File: src/rtl/tcpdump_csr_pkg.sv
// Shared definitions for the tcpdump capture CSR bank: register offsets,
// bit positions inside CONTROL/STATUS/IRQ registers and the descriptor record.
package tcpdump_csr_pkg;

    // Word offsets of the register map
    typedef enum logic [2:0] {
        CSR_CONTROL   = 3'd0,
        CSR_STATUS    = 3'd1,
        CSR_DESC_ADDR = 3'd2,
        CSR_DESC_LEN  = 3'd3,
        CSR_IRQ_STAT  = 3'd4,
        CSR_IRQ_MASK  = 3'd5,
        CSR_PKT_CNT   = 3'd6,
        CSR_DROP_CNT  = 3'd7
    } csr_off_e;

    // CONTROL bits
    localparam int CTRL_ENABLE    = 0;
    localparam int CTRL_FLUSH     = 1;

    // STATUS fields
    localparam int STAT_STATE_LSB = 0;
    localparam int STAT_FULL      = 2;
    localparam int STAT_EMPTY     = 3;
    localparam int STAT_COUNT_LSB = 8;

    // IRQ_STAT / IRQ_MASK bits
    localparam int IRQ_PKT_DONE   = 0;
    localparam int IRQ_OVERFLOW   = 1;
    localparam int IRQ_DRAINED    = 2;
    localparam int IRQ_W          = 3;

    // Descriptor word width; matches the default CSR data width
    localparam int DESC_W         = 32;

    typedef struct packed {
        logic [DESC_W-1:0] addr;
        logic [DESC_W-1:0] len;
    } desc_t;

endpackage

File: src/rtl/tcpdump_csr_if.sv
// Driver-side CSR bus of the capture engine (lightweight HPS bridge).
// master = bridge/driver, slave = CSR bank.
interface tcpdump_csr_if #(
    parameter int DATA_W = 32,
    parameter int ADDR_W = 3
);
    logic [ADDR_W-1:0] address;
    logic              read;
    logic              write;
    logic [DATA_W-1:0] writedata;
    logic [DATA_W-1:0] readdata;

    modport master (output address, output read, output write, output writedata, input readdata);
    modport slave  (input address, input read, input write, input writedata, output readdata);
endinterface

File: src/rtl/tcpdump_desc_fifo.sv
// Descriptor queue: circular buffer of NUM_DESC entries (power of two).
// Full/empty come from the pre-edge count; a flush cycle discards both the
// push and the pop and returns pointers and count to zero.
module tcpdump_desc_fifo
    import tcpdump_csr_pkg::*;
#(
    parameter  int NUM_DESC = 4,
    localparam int PTR_W    = $clog2(NUM_DESC),
    localparam int FILL_W   = PTR_W + 1
) (
    input  logic              clk,
    input  logic              reset,
    input  logic              push,
    input  logic              pop,
    input  logic              flush,
    input  desc_t             din,
    output desc_t             head,
    output logic              full,
    output logic              empty,
    output logic [FILL_W-1:0] count,
    output logic              overflow,
    output logic              drained
);

    desc_t             mem_q [NUM_DESC];
    logic [PTR_W-1:0]  wr_ptr_q, wr_ptr_d;
    logic [PTR_W-1:0]  rd_ptr_q, rd_ptr_d;
    logic [FILL_W-1:0] count_q, count_d;
    logic              do_push, do_pop;

    assign full  = (count_q == FILL_W'(NUM_DESC));
    assign empty = (count_q == '0);
    assign count = count_q;
    assign head  = mem_q[rd_ptr_q];

    // Accept/reject decisions and next pointer/count values
    always_comb begin
        do_push  = push && !full && !flush;
        do_pop   = pop && !empty && !flush;
        overflow = push && full && !flush;
        drained  = do_pop && !do_push && (count_q == FILL_W'(1));
        wr_ptr_d = wr_ptr_q;
        rd_ptr_d = rd_ptr_q;
        count_d  = count_q;
        if (flush) begin
            wr_ptr_d = '0;
            rd_ptr_d = '0;
            count_d  = '0;
        end else begin
            if (do_push) wr_ptr_d = wr_ptr_q + PTR_W'(1);
            if (do_pop)  rd_ptr_d = rd_ptr_q + PTR_W'(1);
            if (do_push && !do_pop)      count_d = count_q + FILL_W'(1);
            else if (!do_push && do_pop) count_d = count_q - FILL_W'(1);
        end
    end

    // Pointer and fill-count registers
    always_ff @(posedge clk or posedge reset) begin
        if (reset) begin
            wr_ptr_q <= '0;
            rd_ptr_q <= '0;
            count_q  <= '0;
        end else begin
            wr_ptr_q <= wr_ptr_d;
            rd_ptr_q <= rd_ptr_d;
            count_q  <= count_d;
        end
    end

    // Entry storage; contents are meaningless while the queue is empty
    always_ff @(posedge clk) begin
        if (do_push) mem_q[wr_ptr_q] <= din;
    end

endmodule

File: src/rtl/tcpdump_csr.sv
// CSR bank between the HPS lightweight bridge and the capture/DMA engine:
// control, status, descriptor queue front-end, W1C interrupts with mask.
// Optional PKT_CNT/DROP_CNT statistics are built when TCPDUMP_CSR_STATS_EN
// is defined; otherwise offsets 6 and 7 read as zero.
module tcpdump_csr
    import tcpdump_csr_pkg::*;
#(
    parameter int DATA_W   = 32,
    parameter int ADDR_W   = 3,
    parameter int NUM_DESC = 4,
    parameter int CNT_W    = 16
) (
    input  logic              clk,
    input  logic              reset,
    tcpdump_csr_if.slave      bus,
    input  logic [1:0]        state,
    output logic              desc_valid,
    input  logic              desc_ready,
    output logic [DATA_W-1:0] desc_addr,
    output logic [DATA_W-1:0] desc_len,
    input  logic              pkt_done,
    output logic              enable,
    output logic              irq
);

    localparam int FILL_W = $clog2(NUM_DESC) + 1;

    logic              enable_q, flush_q;
    logic [1:0]        state_q;
    logic [DATA_W-1:0] desc_addr_q;
    logic [DATA_W-1:0] readdata_q, rdata_d;
    logic [IRQ_W-1:0]  irq_stat_q, irq_stat_d, irq_mask_q, irq_mask_d;
    logic [IRQ_W-1:0]  irq_set, irq_clr;
    logic              irq_q, irq_d;

    logic              wr_ctrl, wr_addr, wr_len, wr_stat, wr_mask;
    logic              q_full, q_empty, q_overflow, q_drained;
    logic [FILL_W-1:0] q_count;
    desc_t             push_desc, head_desc;

    assign wr_ctrl = bus.write && (bus.address == ADDR_W'(CSR_CONTROL));
    assign wr_addr = bus.write && (bus.address == ADDR_W'(CSR_DESC_ADDR));
    assign wr_len  = bus.write && (bus.address == ADDR_W'(CSR_DESC_LEN));
    assign wr_stat = bus.write && (bus.address == ADDR_W'(CSR_IRQ_STAT));
    assign wr_mask = bus.write && (bus.address == ADDR_W'(CSR_IRQ_MASK));

    assign push_desc = '{addr: desc_addr_q, len: bus.writedata};

    tcpdump_desc_fifo #(.NUM_DESC(NUM_DESC)) u_fifo (
        .clk      (clk),
        .reset    (reset),
        .push     (wr_len),
        .pop      (desc_valid && desc_ready),
        .flush    (flush_q),
        .din      (push_desc),
        .head     (head_desc),
        .full     (q_full),
        .empty    (q_empty),
        .count    (q_count),
        .overflow (q_overflow),
        .drained  (q_drained)
    );

    assign desc_valid   = !q_empty;
    assign desc_addr    = head_desc.addr;
    assign desc_len     = head_desc.len;
    assign enable       = enable_q;
    assign irq          = irq_q;
    assign bus.readdata = readdata_q;

    // Interrupt status: hardware set beats a coincident write-1-to-clear
    assign irq_set[IRQ_PKT_DONE] = pkt_done;
    assign irq_set[IRQ_OVERFLOW] = q_overflow;
    assign irq_set[IRQ_DRAINED]  = q_drained;
    assign irq_clr    = wr_stat ? bus.writedata[IRQ_W-1:0] : '0;
    assign irq_mask_d = wr_mask ? bus.writedata[IRQ_W-1:0] : irq_mask_q;

    genvar gi;
    generate
        for (gi = 0; gi < IRQ_W; gi++) begin : g_irq_bit
            assign irq_stat_d[gi] = irq_set[gi] | (irq_stat_q[gi] & ~irq_clr[gi]);
        end
    endgenerate

    // irq follows the status/mask that become visible at the same edge
    assign irq_d = |(irq_stat_d & irq_mask_d);

    // Control, staging, engine-state mirror and interrupt registers
    always_ff @(posedge clk or posedge reset) begin
        if (reset) begin
            enable_q    <= 1'b0;
            flush_q     <= 1'b0;
            state_q     <= '0;
            desc_addr_q <= '0;
            irq_stat_q  <= '0;
            irq_mask_q  <= '0;
            irq_q       <= 1'b0;
        end else begin
            state_q    <= state;
            flush_q    <= wr_ctrl && bus.writedata[CTRL_FLUSH];
            irq_stat_q <= irq_stat_d;
            irq_mask_q <= irq_mask_d;
            irq_q      <= irq_d;
            if (wr_ctrl) enable_q    <= bus.writedata[CTRL_ENABLE];
            if (wr_addr) desc_addr_q <= bus.writedata;
        end
    end

`ifdef TCPDUMP_CSR_STATS_EN
    logic             wr_pkt, wr_drop;
    logic [CNT_W-1:0] pkt_cnt_q, drop_cnt_q;

    assign wr_pkt  = bus.write && (bus.address == ADDR_W'(CSR_PKT_CNT));
    assign wr_drop = bus.write && (bus.address == ADDR_W'(CSR_DROP_CNT));

    // Saturating statistics; a write to the offset clears it
    always_ff @(posedge clk or posedge reset) begin
        if (reset) begin
            pkt_cnt_q  <= '0;
            drop_cnt_q <= '0;
        end else begin
            if (wr_pkt)                                 pkt_cnt_q <= '0;
            else if (pkt_done && (pkt_cnt_q != '1))     pkt_cnt_q <= pkt_cnt_q + CNT_W'(1);
            if (wr_drop)                                drop_cnt_q <= '0;
            else if (q_overflow && (drop_cnt_q != '1))  drop_cnt_q <= drop_cnt_q + CNT_W'(1);
        end
    end
`endif

    // Read mux over pre-edge register values
    always_comb begin
        rdata_d = '0;
        case (bus.address)
            ADDR_W'(CSR_CONTROL):   rdata_d[CTRL_ENABLE] = enable_q;
            ADDR_W'(CSR_STATUS): begin
                rdata_d[STAT_STATE_LSB +: 2]      = state_q;
                rdata_d[STAT_FULL]                = q_full;
                rdata_d[STAT_EMPTY]               = q_empty;
                rdata_d[STAT_COUNT_LSB +: FILL_W] = q_count;
            end
            ADDR_W'(CSR_DESC_ADDR): rdata_d = desc_addr_q;
            ADDR_W'(CSR_IRQ_STAT):  rdata_d[IRQ_W-1:0] = irq_stat_q;
            ADDR_W'(CSR_IRQ_MASK):  rdata_d[IRQ_W-1:0] = irq_mask_q;
`ifdef TCPDUMP_CSR_STATS_EN
            ADDR_W'(CSR_PKT_CNT):   rdata_d[CNT_W-1:0] = pkt_cnt_q;
            ADDR_W'(CSR_DROP_CNT):  rdata_d[CNT_W-1:0] = drop_cnt_q;
`endif
            default:                rdata_d = '0;
        endcase
    end

    // Read data register; holds until the next read strobe
    always_ff @(posedge clk or posedge reset) begin
        if (reset)         readdata_q <= '0;
        else if (bus.read) readdata_q <= rdata_d;
    end

endmodule

File: src/flat_wrapper.sv
// flat-port wrapper written by rule: the top's interface ports become plain ports
module tcpdump_csr_flat import tcpdump_csr_pkg::*;
#(
    parameter int DATA_W   = 32,
    parameter int ADDR_W   = 3,
    parameter int NUM_DESC = 4,
    parameter int CNT_W    = 16
)
  (clk, reset, state, desc_valid, desc_ready, desc_addr, desc_len, pkt_done, enable, irq, bus_address, bus_read, bus_write, bus_writedata, bus_readdata);
  tcpdump_csr_if #(.DATA_W(DATA_W), .ADDR_W(ADDR_W)) bus_i ();
  input  logic clk;
  input  logic reset;
  input  logic [1:0] state;
  output logic desc_valid;
  input  logic desc_ready;
  output logic [DATA_W-1:0] desc_addr;
  output logic [DATA_W-1:0] desc_len;
  input  logic pkt_done;
  output logic enable;
  output logic irq;
  input wire logic [$bits(bus_i.address)-1:0] bus_address;
  input wire logic [$bits(bus_i.read)-1:0] bus_read;
  input wire logic [$bits(bus_i.write)-1:0] bus_write;
  input wire logic [$bits(bus_i.writedata)-1:0] bus_writedata;
  output wire logic [$bits(bus_i.readdata)-1:0] bus_readdata;
  assign bus_i.address = bus_address;
  assign bus_i.read = bus_read;
  assign bus_i.write = bus_write;
  assign bus_i.writedata = bus_writedata;
  assign bus_readdata = bus_i.readdata;
  tcpdump_csr #(.DATA_W(DATA_W), .ADDR_W(ADDR_W), .NUM_DESC(NUM_DESC), .CNT_W(CNT_W)) u_core (.clk(clk), .reset(reset), .bus(bus_i), .state(state), .desc_valid(desc_valid), .desc_ready(desc_ready), .desc_addr(desc_addr), .desc_len(desc_len), .pkt_done(pkt_done), .enable(enable), .irq(irq));
endmodule
File: config.mk
export PLATFORM = sky130hd
export DESIGN_NAME = tcpdump_csr_flat
export DESIGN_NICKNAME = d
export VERILOG_FILES = /design/src/rtl/tcpdump_csr_pkg.sv /design/src/rtl/tcpdump_csr_if.sv /design/src/rtl/tcpdump_desc_fifo.sv /design/src/rtl/tcpdump_csr.sv /design/src/flat_wrapper.sv
export SDC_FILE = /design/constraint.sdc
export NUM_CORES = 1
export LEC_CHECK = 0
export ABC_AREA = 0
export CORE_ASPECT_RATIO = 1.4
export CORE_MARGIN = 1
export CORE_UTILIZATION = 56
export CTS_CLUSTER_DIAMETER = 40
export DETAILED_ROUTE_END_ITERATION = 8
export PLACE_DENSITY = 0.75
export SETUP_SLACK_MARGIN = 0.4
export SLEW_MARGIN = 25
export SYNTH_ARGS = -nofsm -noshare
export SYNTH_HDL_FRONTEND = slang
export SYNTH_SLANG_ARGS = --single-unit
File: constraint.sdc
create_clock -name clk -period 4 [get_ports clk]
set_input_delay 0.8 -clock clk [delete_from_list [all_inputs] [get_ports clk]]
set_output_delay 0.8 -clock clk [all_outputs]
set_load 0.01 [all_outputs]
======== After elaboration in Yosys (flattened, before gate mapping) ========
Memories as Yosys holds them, arrays and structs flattened.
Index checks and enable logic that the tools add are counted.
word-level totals
  bits in registers ....................... 82
  bits in writable memories ............... 256
  bits of input ports ..................... 43
  output and inout port bits .............. 99
  word-level logic and storage cells ...... 77
  memories ................................ 1
memories
  memory               depth  bits a word  rd ports  clocked after memory_dff  write ports  RTL line                 source
  u_core.u_fifo.mem_q  4      64           1         0                         1            tcpdump_desc_fifo.sv:25  desc_t mem_q [NUM_DESC];
operators by class
  add/subtract/negate cells ............... 4
  eq/ne operators ......................... 7
  multiplexer cells ....................... 17
  bitwise gates (word level) .............. 10
  reductions and logical operators ........ 27
operators by type and width
  cell                                                 count
  2-to-1 mux 21 bit                                    1
  logical AND 1 bit                                    16
  2-to-1 mux 3 bit                                     5
  equality test 3 bit, second input constant           3
  2-to-1 mux 2 bit                                     4
  case mux 2 bit (4 select lines)                      1
  equality test 3 x 1 -> 1 bit, second input constant  2
  equality test 3 x 2 -> 1 bit, second input constant  2
  zero test 3 bit                                      2
  case mux 3 bit (2 select lines)                      1
  zero test 1 bit                                      5
  case mux 1 bit (5 select lines)                      1
  adder 2 x 1 -> 2 bit, second input constant          2
  2-to-1 mux 4 bit                                     1
  nonzero test 2 bit                                   2
  adder 3 x 1 -> 3 bit, second input constant          1
  bitwise AND 1 bit                                    3
  bitwise AND 3 bit                                    1
  NOT 1 bit                                            3
  bitwise OR 1 bit                                     3
  nonzero test 3 bit                                   1
  OR reduction 3 bit                                   1
  subtractor 3 x 1 -> 3 bit, second input constant     1
  2-to-1 mux 1 bit                                     2
  case mux 1 bit (2 select lines)                      1

======== Depth between registers and ports, before layout ========
Gate-level depths: netlist of the first run.
  depth in word-level cells ............... 10
  gate-level depth with buffers ........... 10
  depth with buffers taken out ............ 10

======== Hierarchy ========
Synthesis of the first run repeated with hierarchy kept, for this count alone.
second synthesis, totals
  cells, all modules ...................... 648
  area total of the unflattened synthesis .. 12836.1 um^2
by module, submodules not included
  module             instances  cells each  area each (um^2)  sequential area each (um^2)
  tcpdump_desc_fifo  1          392         9768.1            7862.5
  tcpdump_csr        1          256         3067.9            1876.8

======== Worst setup path after synthesis of the first run ========
OpenSTA, ideal clock, no wires.
  path type ............................... input port to flip-flop
  start ................................... input bus_address[0]
  end ..................................... memory u_core.u_fifo.mem_q[0][0] (netlist bit), enable pin
  library setup time ...................... 429 ps
  data arrival time ....................... 2989 ps
  data required time ...................... 3571 ps
  setup slack ............................. 582 ps
  stages on the path ...................... 5
  path buffers ............................ 1
  cells stage by stage .................... buf_6 > nand4b_1 > nand2b_1 > nor2_1 > and2_1
on the way
  longest elaborated chain between the ends .. 6
RTL lines
  element                                 RTL line                 source
  from (decl)                             flat_wrapper.sv:21       input wire logic [$bits(bus_i.address)-1:0] bus_address;
  equality test 3 x 2 -> 1 bit            tcpdump_csr.sv:43        assign wr_len = bus.write && (bus.address == ADDR_W'(CSR_DESC_LEN));
  logical AND 1 bit                       tcpdump_csr.sv:43
  logical AND 1 bit (2 in series)         tcpdump_desc_fifo.sv:38  do_push = push && !full && !flush;
  2-to-1 mux 1 bit                        tcpdump_desc_fifo.sv:72  if (do_push) mem_q[wr_ptr_q] <= din;
  2-to-1 mux 1 bit (implied by the code)  tcpdump_desc_fifo.sv:72
  to (decl)                               tcpdump_desc_fifo.sv:25
Every way passes these cells.

======== Final worst setup path of the first run ========
  start ................................... register u_core.u_fifo.rd_ptr_q[0]
  end ..................................... output desc_addr[31]
on the way
  longest elaborated chain between the ends .. 1
RTL lines
  element                   RTL line                 source
  from (decl)               tcpdump_desc_fifo.sv:27  logic [PTR_W-1:0] rd_ptr_q, rd_ptr_d;
  from (signal assigned)    tcpdump_desc_fifo.sv:65  rd_ptr_q <= rd_ptr_d;
  memory read (4 x 64 bit)  n/a
  to (decl)                 flat_wrapper.sv:16       output logic [DATA_W-1:0] desc_addr;
Every way passes these cells.

==> results.py, run 1 <==
metrics = {
    "clock_network": {
        "clock_latency_ps": 500,
        "cts_buffer_depth": 3,
        "cts_tree": "yes",
        "cts_max_level": 2,
        "cts_root_buf": "clkbuf_16",
        "clock-sinks": 338,
        "clk_pin_slew_worst_paths_ps": 60,
        "cts-buffers-inserted": 34,
        "cts_setup_buffers": 0,
    },
    "worst_hold_path": {
        "hold_path_depth": 2,
        "holdCritPathClass": "flop to flop",
        "hold_end": "u_core.bus.readdata[13]",
        "hold_start": "u_core.bus.readdata[13]",
    },
    "grt": {
        "grt-ovfl-total": 0,
        "grt_usage": 0.232,
        "grt_max_degree": 58,
        "first_global_vias": 6986,
        "grt_pass1_wl_um": 40000,
        "antenna_found_initial": 0,
    },
    "place": {
        "dp_slack_ps": 627,
        "port_buffers": 141,
        "place_congestion": 0.821,
        "place_hpwl_um": 15300,
    },
    "status": {
        "outcome": "finished clean",
    },
    "floorplanning": {
        "die_h_um": 181,
        "start_util": 0.570,
        "num_io_pins": 142,
        "dieWidth_um": 130,
        "die_area_um2": 23500,
        "rows": 65,
        "core_area_um2": 22400,
    },
    "power": {
        "ir_drop_mv": 0.389,
        "leakage_nw": 5.52,
        "seqPwrFrac": 0.434,
        "p_sw_mw": 2.63,
        "internal_power_mw": 7.49,
        "switching_share": 0.260,
        "finalPower_mw": 10.1,
        "combPwrFrac": 0.246,
        "p_per_area_nw_per_um2": 640,
        "pwr-share-clk": 0.321,
    },
    "detailed_routing": {
        "wire_per_inst_um": 22.7,
        "ant_nets": 0,
        "vias": 6513,
        "first_pass_iters": 4,
        "drc": 0,
        "via_per_inst": 5.73,
        "dr.first_iter.drc_count": 410,
        "wirelength_um": 25800,
    },
    "synthesis": {
        "synth_flop_cell": "edfxtp_1",
        "yosysWarnings": 0,
        "mappedNetlistArea_um2": 12800,
        "synthCells": 645,
        "ys_types": 41,
        "syn_area_per_cell_um2": 19.8,
        "async_flop_share": 0.243,
        "synth_edf_count": 256,
        "ys_seq_area_frac": 0.762,
        "synth_nets": 698,
        "synth_seq_cells": 338,
    },
    "sta": {
        "fin_tns_setup_ps": 0,
        "timing.final.hold_violations": 0,
        "min_period_ps": 3460,
        "rsz0062_at_grt": "false",
        "max_freq_ghz": 0.289,
        "slew_headroom": 0.470,
        "period_share": 0.865,
        "slew_viol_final": 0,
        "worst_slack_ps": 538,
        "timing.hold.ws_ps": 516,
        "setup_viol": 0,
        "worstMarginPinSlew_ps": 795,
        "skew_ps": 11.4,
    },
    "worst_setup_path": {
        "startpoint_type": "flop",
        "criticalPathCategory": "flop to output port",
        "worstPathRequired_ps": 3200,
        "r2r-end": "u_core.u_fifo.mem_q[0][16]",
        "cp_max_fo": 44,
        "regToRegStartpoint": "u_core.u_fifo.count[0]",
        "endpoint_kind": "output port",
        "crit_start": "u_core.u_fifo.rd_ptr_q[0]",
        "arrival_ps": 2660,
        "rr_worst_depth": 7,
        "reg2reg_setup_slack_ps": 1530,
    },
    "finish": {
        "antenna_cells": 0,
        "syn2layout_area_growth_pct": 23.6,
        "drive_gt1_frac": 0.207,
        "final_nets": 862,
    },
    "flow_run": {
        "cap_violations": 0,
    },
}
logic make-up (layout without fill, tap and decap cells):
group	count (synthesis)	after routing	share of synthesized area
XOR/XNOR	5	5	0.00342
multiplexers	105	105	0.149
AND/OR/NAND/NOR	70	70	0.0297
AO/OA/AOI/OAI	52	52	0.0230
flip-flops	338	338	0.762
buffers and inverters	65	255	0.0239
adder cells (fa/ha/maj)	10	10	0.00978
layer usage:
layer | global-route usage | part of all wire | up-vias
met5 | 0 | 0 | -
met4 | 0.0926 | 0.032 | 0
met3 | 0.0335 | 0.046 | 58
met2 | 0.402 | 0.53 | 216
met1 | 0.294 | 0.39 | 3386
li1 | - | - | 2853
power groups by stage:
stage | registers, mW | logic (mW) | clock network [mW]
after floorplan | 4.29 | 1.45 | 0
after global placement | 4.42 | 2.49 | 0
after detailed placement | 4.45 | 2.51 | 0
after CTS | 4.39 | 2.53 | 3.29
after global routing | 4.42 | 2.65 | 3.43
final | 4.39 | 2.48 | 3.25
through the flow:
| step | cell area [um^2] | std cells | util |
|---|---|---|---|
| floorplan | 12800 | 645 | - |
| global placement | 14600 | 1074 | 0.652 |
| detailed placement | 14600 | 1074 | 0.652 |
| CTS | 15800 | 1136 | 0.704 |
| global route | 15800 | 1136 | 0.704 |
| finish | 15800 | 1136 | 0.704 |
cell usage after synthesis, types with 2 or more instances:
| cell | count | area [um^2] |
|---|---|---|
| edfxtp_1 | 256 | 7690 |
| dfrtp_1 | 82 | 2050 |
| mux4_2 | 64 | 1440 |
| inv_1 | 33 | 124 |
| o21ai_0 | 29 | 145 |
| nand3_1 | 26 | 130 |
| mux2_2 | 24 | 270 |
| nor2_1 | 18 | 67.6 |
| buf_2 | 13 | 65.1 |
| a21oi_1 | 12 | 60.1 |
| mux2_1 | 11 | 124 |
| ha_1 | 10 | 125 |
| and2_1 | 6 | 37.5 |
| clkbuf_1 | 6 | 22.5 |
| buf_1 | 5 | 18.8 |
| mux2i_1 | 5 | 50.1 |
| nand2_1 | 5 | 18.8 |
| a22oi_1 | 4 | 30.0 |
| buf_4 | 4 | 30.0 |
| buf_6 | 4 | 45.0 |
| xor2_1 | 4 | 35.0 |
| nand3b_1 | 3 | 22.5 |
| nand2b_1 | 2 | 12.5 |
| or2_2 | 2 | 12.5 |
worst max-delay path, cell delays in order, from the launching register on:
cell and delay (ps):
dfrtp_4 650, buf_16 350, mux4_2 600, clkdlybuf4s50_1 510
final cells by class:
type / instances / area, um^2
well taps: 301 / 377
multi-input cells: 242 / 2760
repair buffers: 160 / 1630
flip-flops and latches: 338 / 9750
clock inverters: 12 / 125
fillers: 1432 / 6640
clock buffers: 50 / 1040
inverters: 33 / 126
cells in the final DEF, fill, tap and decap left out, types with 3 or more instances in the layout:
cell type | synthesis | final
buf_4 | 4 | 13
clkinv_1 | 0 | 3
clkbuf_8 | 0 | 7
buf_12 | 0 | 5
dfrtp_1 | 82 | 80
nand2_1 | 5 | 5
nand3_1 | 26 | 26
a21oi_1 | 12 | 12
mux2i_1 | 5 | 5
mux2_2 | 24 | 24
o21ai_0 | 29 | 29
nor2_1 | 18 | 18
mux4_2 | 64 | 64
a22oi_1 | 4 | 4
nand3b_1 | 3 | 3
clkbuf_1 | 6 | 6
ha_1 | 10 | 10
and2_4 | 0 | 4
xor2_1 | 4 | 4
edfxtp_1 | 256 | 256
clkbuf_16 | 0 | 37
inv_1 | 33 | 32
clkinv_2 | 0 | 3
clkdlybuf4s50_1 | 0 | 140
mux2_1 | 11 | 11
registers in the layout, indices dropped and copies added, names as in the netlist:
signal,count
u_core.u_fifo.mem_q,256
u_core.bus.readdata,32
u_core.desc_addr_q,32
u_core.irq_mask_q,3
u_core.irq_stat_q,3
u_core.u_fifo.count,3
u_core.state_q,2
u_core.u_fifo.rd_ptr_q,2
u_core.u_fifo.wr_ptr_q,2
u_core.enable,1
u_core.flush_q,1
u_core.irq,1
timing repair:
| item | 4_1_cts | 5_1_grt |
|---|---|---|
| hold buffers | 0 | 0 |
| setup endpoints to repair | 0 | 1 |
| gates resized for setup | 0 | 1 |
worst max path at each step:
stage	to
3_5_place_dp	u_core.u_fifo.mem_q[0][19]
3_3_place_gp	u_core.u_fifo.mem_q[0][16]
5_1_grt	desc_addr[31]
6_report	desc_addr[31]
4_1_cts	desc_addr[31]
2_1_floorplan	u_core.u_fifo.mem_q[0][0]
No activity file was read; power rests on OpenSTA's default activity.
==> run 2, diff against run 1 <==
- CORE_UTILIZATION: 56 -> 30
- PLACE_DENSITY: 0.75 -> 0.44
- SLEW_MARGIN: 25 -> 15
==> run 2 against run 1 <==
Effect of this change: combinational power rose by 3%; flip-flop and latch count did not move; via count fell by 0.48%; final cell count rose by 22%; critical endpoint is now desc_len[10]; largest cell class unchanged; highest routed layer unchanged.
==> results.py, run 2 (same netlist as run 1, synthesis figures left out) <==
metrics = {
    "status": {
        "outcome": "finished clean",
    },
    "detailed_routing": {
        "wirelength_um": 29400,
        "drc": 0,
        "first_pass_iters": 6,
        "dr.first_iter.drc_count": 315,
        "met3_length_um": 1150,
        "wire_per_inst_um": 21.2,
        "via_per_inst": 4.68,
        "routed.top_layer": "met4",
        "vias": 6482,
        "wl_met2_um": 16000,
        "ant_nets": 0,
        "met1_length_um": 11600,
    },
    "power": {
        "leakage_nw": 5.59,
        "p_sw_mw": 2.86,
        "pwr-share-clk": 0.344,
        "switching_share": 0.270,
        "internal_power_mw": 7.75,
        "finalPower_mw": 10.6,
        "p_per_area_nw_per_um2": 651,
        "ir_drop_mv": 0.299,
        "combPwrFrac": 0.241,
        "seqPwrFrac": 0.414,
    },
    "sta": {
        "timing.final.hold_violations": 0,
        "skew_ps": 13.9,
        "period_share": 0.838,
        "rsz0062_at_grt": "false",
        "fin_tns_setup_ps": 0,
        "slew_viol_final": 0,
        "setup_viol": 0,
        "max_freq_ghz": 0.299,
        "worstMarginPinSlew_ps": 929,
        "min_period_ps": 3350,
        "worst_slack_ps": 650,
        "slew_headroom": 0.381,
    },
    "finish": {
        "antenna_cells": 0,
        "top_register": "u_core.u_fifo.mem_q",
        "final_core_util": 0.387,
        "most-common-layout-cells": "edfxtp_1, clkdlybuf4s50_1, dfrtp_1, mux4_2, clkbuf_16",
        "final_nets": 863,
        "syn2layout_area_growth_pct": 27.4,
        "mostFrequentLayoutCell": "edfxtp_1",
        "drive_gt1_frac": 0.217,
        "largest_reg_flops": 256,
        "final_area_um2": 16300,
    },
    "worst_hold_path": {
        "holdCritPathClass": "flop to flop",
    },
    "clock_network": {
        "cts_tree": "yes",
        "clock_latency_ps": 530,
        "clock-sinks": 338,
        "post_cts_resized": 0,
        "cts_root_buf": "clkbuf_16",
        "clk_pin_slew_worst_paths_ps": 60,
        "cts_setup_buffers": 1,
        "cts-buffers-inserted": 39,
        "cts_hold_buffers": 0,
        "cts_max_level": 2,
        "cts_buffer_depth": 3,
    },
    "worst_setup_path": {
        "cp_max_fo": 24,
        "criticalPathCategory": "flop to output port",
        "startpoint_type": "flop",
        "endpoint_kind": "output port",
        "arrival_ps": 2550,
        "worstPathRequired_ps": 3200,
    },
    "floorplanning": {
        "die_h_um": 246,
        "die_area_um2": 43500,
        "rows": 89,
        "start_util": 0.304,
        "num_io_pins": 142,
        "dieWidth_um": 176,
        "core_area_um2": 42100,
    },
    "grt": {
        "grt_pass1_wl_um": 44200,
        "grt-ovfl-total": 0,
        "first_global_vias": 7081,
        "grt_max_degree": 65,
        "grt_usage": 0.139,
        "antenna_found_initial": 0,
    },
    "place": {
        "place_congestion": 0.728,
        "place_area_um2": 14900,
        "port_buffers": 141,
        "dp_slack_ps": 475,
        "place_hpwl_um": 17700,
    },
    "flow_run": {
        "cap_violations": 0,
    },
}
## run 2: cell types whose count changed in the layout (fill, tap and decap cells not counted), moves of 2 or more
| cell | previous run | this run |
|---|---|---|
| clkbuf_16 | 37 | 41 |
| clkinv_2 | 3 | 5 |
| clkbuf_8 | 7 | 2 |
| clkinv_1 | 3 | 1 |
| inv_6 | 0 | 3 |
| bufinv_16 | 2 | 4 |
| inv_8 | 2 | 4 |
| clkinv_4 | 1 | 4 |
| buf_12 | 5 | 9 |
| buf_4 | 13 | 5 |
## run 2: layout make-up
cell class                      count  area, um^2
Inverter                           33         126
Sequential cell                   338        9750
Timing Repair Buffer              156        1640
Multi-Input combinational cell    242        2760
Tap cell                          546         683
Clock buffer                       48        1070
Fill cell                        3861       25800
Clock inverter                     23         270
## run 2: path summary, 6_finish.rpt
kind / startpoint / to / slack, ps / cells past startpoint
setup / recovery: u_core.u_fifo.rd_ptr_q[0] / desc_len[10] / 650 / 3
hold / removal: u_core.bus.readdata[15] / u_core.bus.readdata[15] / 520 / 2
setup reg to reg: u_core.u_fifo.count[0] / u_core.u_fifo.mem_q[0][38] / 1440 / 7
hold reg to reg: u_core.bus.readdata[15] / u_core.bus.readdata[15] / 520 / 2
max in group asynchronous: reset / u_core.irq / 2390 / 3
min in group asynchronous: reset / u_core.bus.readdata[16] / 810 / 2
## run 2: stage by stage
stage	std cells	hold WS [ps]
floorplan	645	470
global placement	1314	512
detailed placement	1314	514
CTS	1386	525
global route	1386	545
finish	1386	518
## run 2: critical path: stages, from the launching register on
cell and delay, ps:
dfrtp_4 610, buf_12 270, mux4_2 580, clkdlybuf4s50_1 510
## run 2: routing by layer
| metal | vias up | GRT usage |
|---|---|---|
| met5 | - | 0 |
| met4 | 0 | 0.0456 |
| met3 | 44 | 0.0244 |
| met2 | 136 | 0.253 |
| met1 | 3445 | 0.162 |
| li1 | 2857 | - |
## run 2: power by group through the flow
stage | combinational [mW] | clock (mW) | sequential (mW)
after detailed placement | 2.59 | 0 | 4.52
after floorplan | 1.45 | 0 | 4.29
after CTS | 2.65 | 3.76 | 4.42
final | 2.56 | 3.66 | 4.40
after global placement | 2.56 | 0 | 4.49
after global routing | 2.75 | 3.88 | 4.45
==> run 3, diff against run 2 <==
- clock period: 4 -> 3.45 ns (I/O delays scaled with it)
==> run 3 against run 2 <==
Effect of this change: flip-flop and latch count did not move; sequential power rose by 14%; via count rose by 1.4%; global-route usage rose by 0.46 points.
==> results.py, run 3 (same netlist as run 1, synthesis figures left out) <==
metrics = {
    "floorplanning": {
        "rows": 89,
        "dieWidth_um": 176,
        "num_io_pins": 142,
        "core_area_um2": 42100,
        "die_h_um": 246,
        "die_area_um2": 43500,
        "start_util": 0.304,
    },
    "power": {
        "switching_share": 0.273,
        "p_sw_mw": 3.39,
        "seqPwrFrac": 0.403,
        "p_per_area_nw_per_um2": 742,
        "finalPower_mw": 12.4,
        "ir_drop_mv": 0.322,
        "combPwrFrac": 0.260,
        "pwr-share-clk": 0.337,
        "leakage_nw": 5.99,
        "internal_power_mw": 9.02,
    },
    "finish": {
        "largest_reg_flops": 256,
        "drive_gt1_frac": 0.244,
        "syn2layout_area_growth_pct": 30.7,
        "top_register": "u_core.u_fifo.mem_q",
        "num-fill-cells": 3823,
        "antenna_cells": 0,
        "mostFrequentLayoutCell": "edfxtp_1",
        "most-common-layout-cells": "edfxtp_1, clkdlybuf4s50_1, dfrtp_1, mux4_2, clkbuf_16",
        "final_core_util": 0.397,
        "final_nets": 897,
    },
    "clock_network": {
        "cts_tree": "yes",
        "clock-sinks": 338,
        "cts_max_level": 2,
        "cts_root_buf": "clkbuf_16",
        "cts_buffer_depth": 3,
        "clock_latency_ps": 530,
        "clk_pin_slew_worst_paths_ps": 60,
        "cts-buffers-inserted": 40,
    },
    "sta": {
        "timing.final.hold_violations": 0,
        "setup_viol": 0,
        "slew_headroom": 0.543,
        "timing.hold.ws_ps": 519,
        "rsz0062_at_grt": "true",
        "slew_viol_final": 0,
        "max_freq_ghz": 0.329,
        "fin_tns_setup_ps": 0,
        "skew_ps": 14.9,
        "period_share": 0.880,
        "worstMarginPinSlew_ps": 685,
        "min_period_ps": 3040,
    },
    "grt": {
        "grt_usage": 0.143,
        "first_global_vias": 7346,
        "grt_max_degree": 46,
        "grt_pass1_wl_um": 46000,
        "grt-ovfl-total": 0,
        "antenna_found_initial": 0,
    },
    "worst_setup_path": {
        "cp_max_fo": 5,
        "arrival_ps": 2350,
        "criticalPathCategory": "flop to output port",
        "startpoint_type": "flop",
        "worstPathRequired_ps": 2760,
        "endpoint_kind": "output port",
    },
    "status": {
        "outcome": "finished clean",
    },
    "flow_run": {
        "cap_violations": 0,
    },
    "place": {
        "place_hpwl_um": 19400,
        "port_buffers": 141,
        "place_congestion": 0.745,
    },
    "detailed_routing": {
        "first_pass_iters": 4,
        "drc": 0,
        "ant_nets": 0,
        "wire_per_inst_um": 21.7,
        "dr.first_iter.drc_count": 356,
        "vias": 6574,
        "via_per_inst": 4.62,
        "wirelength_um": 30800,
    },
    "worst_hold_path": {
        "holdCritPathClass": "flop to flop",
    },
}
run 3: path summary, 6_finish.rpt:
path	startpoint	end	slack, ps	cells after the start
setup / recovery	u_core.u_fifo.rd_ptr_q[0]	desc_len[0]	410	4
hold / removal	u_core.bus.readdata[19]	u_core.bus.readdata[19]	520	2
setup reg to reg	u_core.u_fifo.count[0]	u_core.irq	1070	9
hold reg to reg	u_core.bus.readdata[19]	u_core.bus.readdata[19]	520	2
max in group asynchronous	reset	u_core.bus.readdata[20]	1990	3
min in group asynchronous	reset	u_core.bus.readdata[17]	600	2
run 3: power by group through the flow:
stage	Clock (mW)	Sequential (mW)	Combinational (mW)
6_report	4.18	5.01	3.23
5_1_grt	4.44	5.05	3.47
4_1_cts	4.31	5.06	3.15
3_5_place_dp	0	5.19	3.09
3_3_place_gp	0	5.18	3.09
2_1_floorplan	0	4.98	1.68
run 3: layout make-up:
class	instances	area (um^2)	area share
flip-flops and latches	338	9750	0.583
multi-input cells	242	2760	0.165
clock inverters	24	244	0.0146
clock buffers	50	1090	0.0653
repair buffers	189	2070	0.124
inverters	33	126	0.00756
well taps	546	683	0.0409
run 3: per-stage QoR:
step                      cell area (um^2)  worst slack, ps  std cells
after floorplan                      12800              652        645
after global routing                 16700              353       1422
after global placement               15200              428       1330
final                                16700              414       1422
after detailed placement             15200              380       1330
after CTS                            16500              289       1409
run 3: worst max-delay path, stage by stage, from the launching register on:
cell	delay [ps]
dfrtp_4	550
buf_4	170
buf_12	120
mux4_2	480
clkdlybuf4s50_1	510
run 3: timing repair:
item	4_1_cts	5_1_grt
hold buffers	0	0
cloned	0	2
resized for setup	33	18
setup endpoints to repair	58	28
buffers inserted	5	11
hold endpoints to repair	0	0
run 3: routing by layer:
metal,track usage,up-vias,part of all wire
met3,0.0235,47,0.035
met5,0,-,0
met4,0.0423,0,0.021
met1,0.176,3459,0.41
met2,0.255,135,0.53
li1,-,2933,-
